<file path="src/rtl/fetch_unit.sv">
// fetch_unit: owns the PC, fetches from a zero-latency instruction memory and queues {pc, inst} for decode.
// Latency: a word fetched in cycle N is visible to decode in cycle N+1 (no bypass); redirect refills in 2 cycles.
// Backpressure: inst_valid/inst_ready handshake; fetch stalls only when full without a pop, so 1 instr/cycle is sustained.
//
// Ports:
//   clk, reset          - clock, asynchronous active-high reset
//   fetch_en            - allow new fetches (PC holds and FIFO drains when low)
//   pc_out / inst_in    - address to instruction memory / word returned in the same cycle
//   redirect_valid/_pc  - branch/jump from execute: flush the FIFO and reload the PC (word aligned)
//   inst_valid/_ready   - decode handshake; inst_out/inst_pc carry the head entry (0 when empty)
//   fifo_count          - current occupancy, 0..DEPTH
module fetch_unit #(
  parameter logic [31:0] RESET_PC = 32'h0000_0000,
  parameter int          DEPTH    = 4
) (
  input  logic                       clk,
  input  logic                       reset,
  input  logic                       fetch_en,
  output logic [31:0]                pc_out,
  input  logic [31:0]                inst_in,
  input  logic                       redirect_valid,
  input  logic [31:0]                redirect_pc,
  output logic                       inst_valid,
  input  logic                       inst_ready,
  output logic [31:0]                inst_out,
  output logic [31:0]                inst_pc,
  output logic [$clog2(DEPTH):0]     fifo_count
);

  localparam int AW = $clog2(DEPTH);
  localparam int CW = AW + 1;

  logic [31:0]   fetch_pc_q, fetch_pc_d;
  logic [AW-1:0] wr_ptr_q, wr_ptr_d;
  logic [AW-1:0] rd_ptr_q, rd_ptr_d;
  logic [CW-1:0] count_q, count_d;

  // Entry storage carries no reset: every read is gated by a non-zero count.
  logic [31:0] inst_mem_q [DEPTH];
  logic [31:0] pc_mem_q   [DEPTH];

  logic empty;
  logic pop;
  logic push;

  assign empty = (count_q == '0);
  assign pop   = !empty && inst_ready;
  // A full FIFO may still accept a word when the head leaves in the same cycle.
  assign push  = fetch_en && !redirect_valid && ((count_q < CW'(DEPTH)) || pop);

  assign pc_out     = fetch_pc_q;
  assign inst_valid = !empty;
  assign inst_out   = empty ? 32'h0 : inst_mem_q[rd_ptr_q];
  assign inst_pc    = empty ? 32'h0 : pc_mem_q[rd_ptr_q];
  assign fifo_count = count_q;

  always_comb begin
    fetch_pc_d = fetch_pc_q;
    wr_ptr_d   = wr_ptr_q;
    rd_ptr_d   = rd_ptr_q;
    count_d    = count_q;
    if (redirect_valid) begin
      // Redirect wins over everything; a same-cycle pop is dropped along with the flush.
      fetch_pc_d = {redirect_pc[31:2], 2'b00};
      wr_ptr_d   = '0;
      rd_ptr_d   = '0;
      count_d    = '0;
    end else begin
      if (push) begin
        fetch_pc_d = fetch_pc_q + 32'd4;
        wr_ptr_d   = wr_ptr_q + AW'(1);
      end
      if (pop) begin
        rd_ptr_d = rd_ptr_q + AW'(1);
      end
      case ({push, pop})
        2'b10:   count_d = count_q + CW'(1);
        2'b01:   count_d = count_q - CW'(1);
        default: count_d = count_q;
      endcase
    end
  end

  always_ff @(posedge clk or posedge reset) begin
    if (reset) begin
      fetch_pc_q <= RESET_PC;
      wr_ptr_q   <= '0;
      rd_ptr_q   <= '0;
      count_q    <= '0;
    end else begin
      fetch_pc_q <= fetch_pc_d;
      wr_ptr_q   <= wr_ptr_d;
      rd_ptr_q   <= rd_ptr_d;
      count_q    <= count_d;
    end
  end

  always_ff @(posedge clk) begin
    if (push) begin
      inst_mem_q[wr_ptr_q] <= inst_in;
      pc_mem_q[wr_ptr_q]   <= fetch_pc_q;
    end
  end

endmodule

</file>
<file path="config.mk">
export PLATFORM = sky130hd
export DESIGN_NAME = fetch_unit
export DESIGN_NICKNAME = d
export VERILOG_FILES = /design/src/rtl/fetch_unit.sv
export SDC_FILE = /design/constraint.sdc
export NUM_CORES = 1
export LEC_CHECK = 0
export CAP_MARGIN = 20
export CORE_MARGIN = 2
export CORE_UTILIZATION = 51
export CTS_BUF_LIST = sky130_fd_sc_hd__clkbuf_4
export CTS_CLUSTER_DIAMETER = 80
export DETAILED_ROUTE_END_ITERATION = 12
export HOLD_SLACK_MARGIN = 0.06
export PLACE_DENSITY_LB_ADDON = 0.1
export RECOVER_POWER = 100
export SETUP_SLACK_MARGIN = 0.05
export SYNTH_ARGS = -nofsm -noshare
export SYNTH_HDL_FRONTEND = slang
export SYNTH_SLANG_ARGS = --single-unit
</file>
<file path="constraint.sdc">
create_clock -name clk -period 3 [get_ports clk]
set_input_delay 0.6 -clock clk [delete_from_list [all_inputs] [get_ports clk]]
set_output_delay 0.6 -clock clk [all_outputs]
set_load 0.01 [all_outputs]
</file>
==> impl_metrics.py <==
metrics = {
    "clock_network": {
        "path_clk_slew_ns": 0.07,
        "ctsRootBufferMaster": "clkbuf_4",
        "cts_buffers": 73,
        "cts_buffer_depth": 3,
        "cts_tree": "built",
        "clk_latency_ns": 0.65,
        "cts.sinks": 285,
        "htree_levels": 3,
    },
    "outcome": {
        "status": "complete, but fails checks",
        "failed_checks": "capacitance limit, slew limit",
    },
    "placed_design": {
        "globalplace.congestion": 0.825,
        "port_buffers": 162,
        "dp_slack_ns": 0.286,
        "dpl.hpwl_um": 14700,
    },
    "global_routing": {
        "grt_max_degree": 67,
        "met2_usage_pct": 36.6,
        "grt_pass1_wl_um": 39400,
        "antenna_found_initial": 1,
        "grt_overflow": 0,
        "grt_pass1_vias": 7293,
        "grt_use_met1_pct": 28.4,
        "grt_usage_pct": 21.9,
        "grt_use_met3_pct": 4.57,
        "grt_busiest_layer": "met2",
    },
    "synthesis": {
        "syn-instance-count": 644,
        "yosysWarnings": 0,
        "synth_edf_count": 248,
        "synth_area_um2": 11500,
        "synth-async-reset-ratio_pct": 13.0,
        "syn_avg_cell_area_um2": 17.9,
        "ys_seq_elements": 285,
        "synth.distinct_cells": 34,
        "ys_seq_area_share_pct": 72.7,
        "synth_ff_type": "edfxtp_1",
    },
    "worst_setup_path": {
        "crit_fanout": 7,
        "path_buf_inv": 5,
        "critPathKind": "flop to primary output",
        "r2r_slack_ns": 0.50,
        "max_stage_delay_ns": 0.49,
        "path_cells": "buf_12 -> buf_12 -> buf_16 -> buf_6 -> mux4_2 -> and2_4 -> buf_6",
        "reg2regPathDepth": 6,
        "critPathArrivalTime_ns": 2.35,
        "critPathLaunchType": "flop",
        "critPathSlowestCell": "dfrtp_4",
        "reg2reg_to": "inst_mem_q[3][15]$_DFFE_PP_",
        "cp_num_cells": 7,
        "r2r_start": "fifo_count[2]$_DFFE_PP0P_",
        "cp_data_required_time_ns": 2.40,
        "crit_path_end_kind": "primary output",
        "critPathTopFamily": "buffers and inverters",
    },
    "timing": {
        "final_max_slew_viol_count": 38,
        "finalWorstSetupSlack_ns": 0.0490,
        "max_freq_ghz": 0.339,
        "relSlewSlack_pct": -39.9,
        "setup_viol": 0,
        "hold_violations": 0,
        "min_period_over_period_pct": 98.4,
        "rsz0062_at_grt": "yes",
        "min_period_ns": 2.95,
        "skew_ns": 0.0241,
        "worst_pin_slew_ns": 2.10,
        "setup_tns_ns": 0,
    },
    "min_path": {
        "min_from": "redirect_pc[18]",
        "min_path_cells": 3,
        "whs_endpoint": "pc_out[18]$_DFFE_PP0N_",
        "holdCritPathClass": "input pin to flop",
    },
    "finish": {
        "drive_above_1_share_pct": 34.5,
        "area_growth_syn_to_layout_pct": 29.9,
        "nFillCells": 1562,
        "layout_common_cells": "edfxtp_1, clkbuf_4, dlygate4sd3_1, mux4_2, buf_6",
        "fin_nets": 976,
        "final_common_cell": "edfxtp_1",
    },
    "routing": {
        "dr.first_iter.drc_count": 469,
        "drt-pass1-iter-count": 5,
        "num_vias": 6853,
        "viasPerCell": 5.53,
        "drc": 0,
        "drtAntennaViolNets": 0,
        "wl_per_cell_um": 20.7,
        "wl_um": 25700,
    },
    "power": {
        "p_per_area_nw_per_um2": 825,
        "p_leak_nw": 5.41,
        "ir_drop_uv": 702,
    },
    "job": {
        "maxCapViolCount": 1,
    },
    "floorplanning": {
        "fp-row-count": 54,
        "io_pins": 169,
        "die_area_um2": 23800,
        "core-area_um2": 22000,
        "die_y_um": 154,
        "die_w_um": 154,
        "initial_core_util_pct": 52.3,
    },
}
[how the worst max path moves through the flow]
stage | startpoint | endpoint
6_report | rd_ptr_q[0]$_DFFE_PP0P_ | inst_pc[27]
3_5_place_dp | rd_ptr_q[0]$_DFFE_PP0P_ | inst_out[0]
3_3_place_gp | inst_ready | fifo_count[2]$_DFFE_PP0P_
5_1_grt | rd_ptr_q[0]$_DFFE_PP0P_ | inst_pc[27]
4_1_cts | rd_ptr_q[0]$_DFFE_PP0P_ | inst_out[1]
2_1_floorplan | inst_ready | inst_mem_q[0][0]$_DFFE_PP_
[repair_timing]
action                     in CTS  in global routing
setup endpoints to repair      63                 58
pin swaps                       5                 27
setup buffers                  21                  4
resized for setup             235                 95
hold buffers                    0                  0
cloned                          4                  1
[kinds of logic (layout without fill, tap and decap cells)]
kind of cell	Yosys count	in the layout	share of synthesized area [%]
XOR/XNOR	32	32	2.43
AND/OR/NAND/NOR	176	176	8.54
other	1	5	0.0325
adder cells (fa/ha/maj)	6	6	0.717
AO/OA/AOI/OAI	37	37	1.66
multiplexers	64	64	12.3
flip-flops	285	285	72.7
buffers and inverters	43	355	1.65
[synth_stat cells, types with 3 or more instances]
master	n	area share, %
mux4_2	62	12
a21oi_1	3	0.13
buf_2	8	0.35
and3_1	4	0.22
xor2_1	26	2.0
inv_1	8	0.26
nand2_1	40	1.3
nor2_1	17	0.55
edfxtp_1	248	65
ha_1	5	0.54
clkbuf_1	21	0.68
dfrtp_1	37	8.0
a31oi_1	3	0.16
nand4_1	15	0.81
and2_1	68	3.7
xnor2_1	6	0.46
buf_4	5	0.33
o21ai_0	30	1.3
nand3_1	17	0.74
nand3_2	3	0.26
[worst register-to-register path, cell delays in order (launching register included)]
cell and delay [ns]:
dfrtp_1 0.46, nand2b_1 0.15, nand2_1 0.08, nor2_1 0.15, clkbuf_1 0.19, and2_0 0.20, clkbuf_2 0.88
[layout make-up]
cell class / count / area [um2] / share of cell area [%]
Multi-Input combinational cell: 319 / 3060 / 20.4
Antenna cell: 1 / 2.50 / 0.0167
Sequential cell: 285 / 8380 / 56.0
Timing Repair Buffer: 214 / 2190 / 14.6
Inverter: 8 / 30.0 / 0.201
Clock inverter: 26 / 153 / 1.02
Clock buffer: 107 / 803 / 5.37
Tap cell: 280 / 350 / 2.34
[power breakdown]
| group | leakage, nW | switching (mW) | internal [mW] | total (mW) |
|---|---|---|---|---|
| sequential | 2.71 | 0.204 | 4.59 | 4.79 |
| combinational | 2.13 | 1.76 | 2.49 | 4.25 |
| clock | 0.576 | 1.49 | 1.82 | 3.30 |
[per-stage QoR]
| step | utilization [%] | area (um2) | hold WS, ns | power (mW) | std cells |
|---|---|---|---|---|---|
| 5_1_grt | 68.0 | 15000 | 0.496 | 12.9 | 1240 |
| 3_3_place_gp | 62.2 | 13700 | 0.555 | 8.30 | 1078 |
| 4_1_cts | 67.5 | 14900 | 0.335 | 12.0 | 1236 |
| 2_1_floorplan | - | 11500 | 0.543 | 6.58 | 647 |
| 3_5_place_dp | 62.2 | 13700 | 0.565 | 8.35 | 1078 |
| 6_report | 68.0 | 15000 | 0.519 | 12.3 | 1240 |
[per-layer routing]
layer / vias to the layer above / share of wire, %
met4: 0 / 2.4
met5: - / 0
met1: 3468 / 42
met2: 280 / 50
met3: 55 / 5.8
li1: 3050 / -
[state kept, by name, indices dropped and copies added, names as in the netlist]
name        cells
fifo_count      3
rd_ptr_q        2
inst_mem_q    128
wr_ptr_q        2
pc_mem_q      120
pc_out         30
Note: power is estimated with default switching activity, not from simulation.
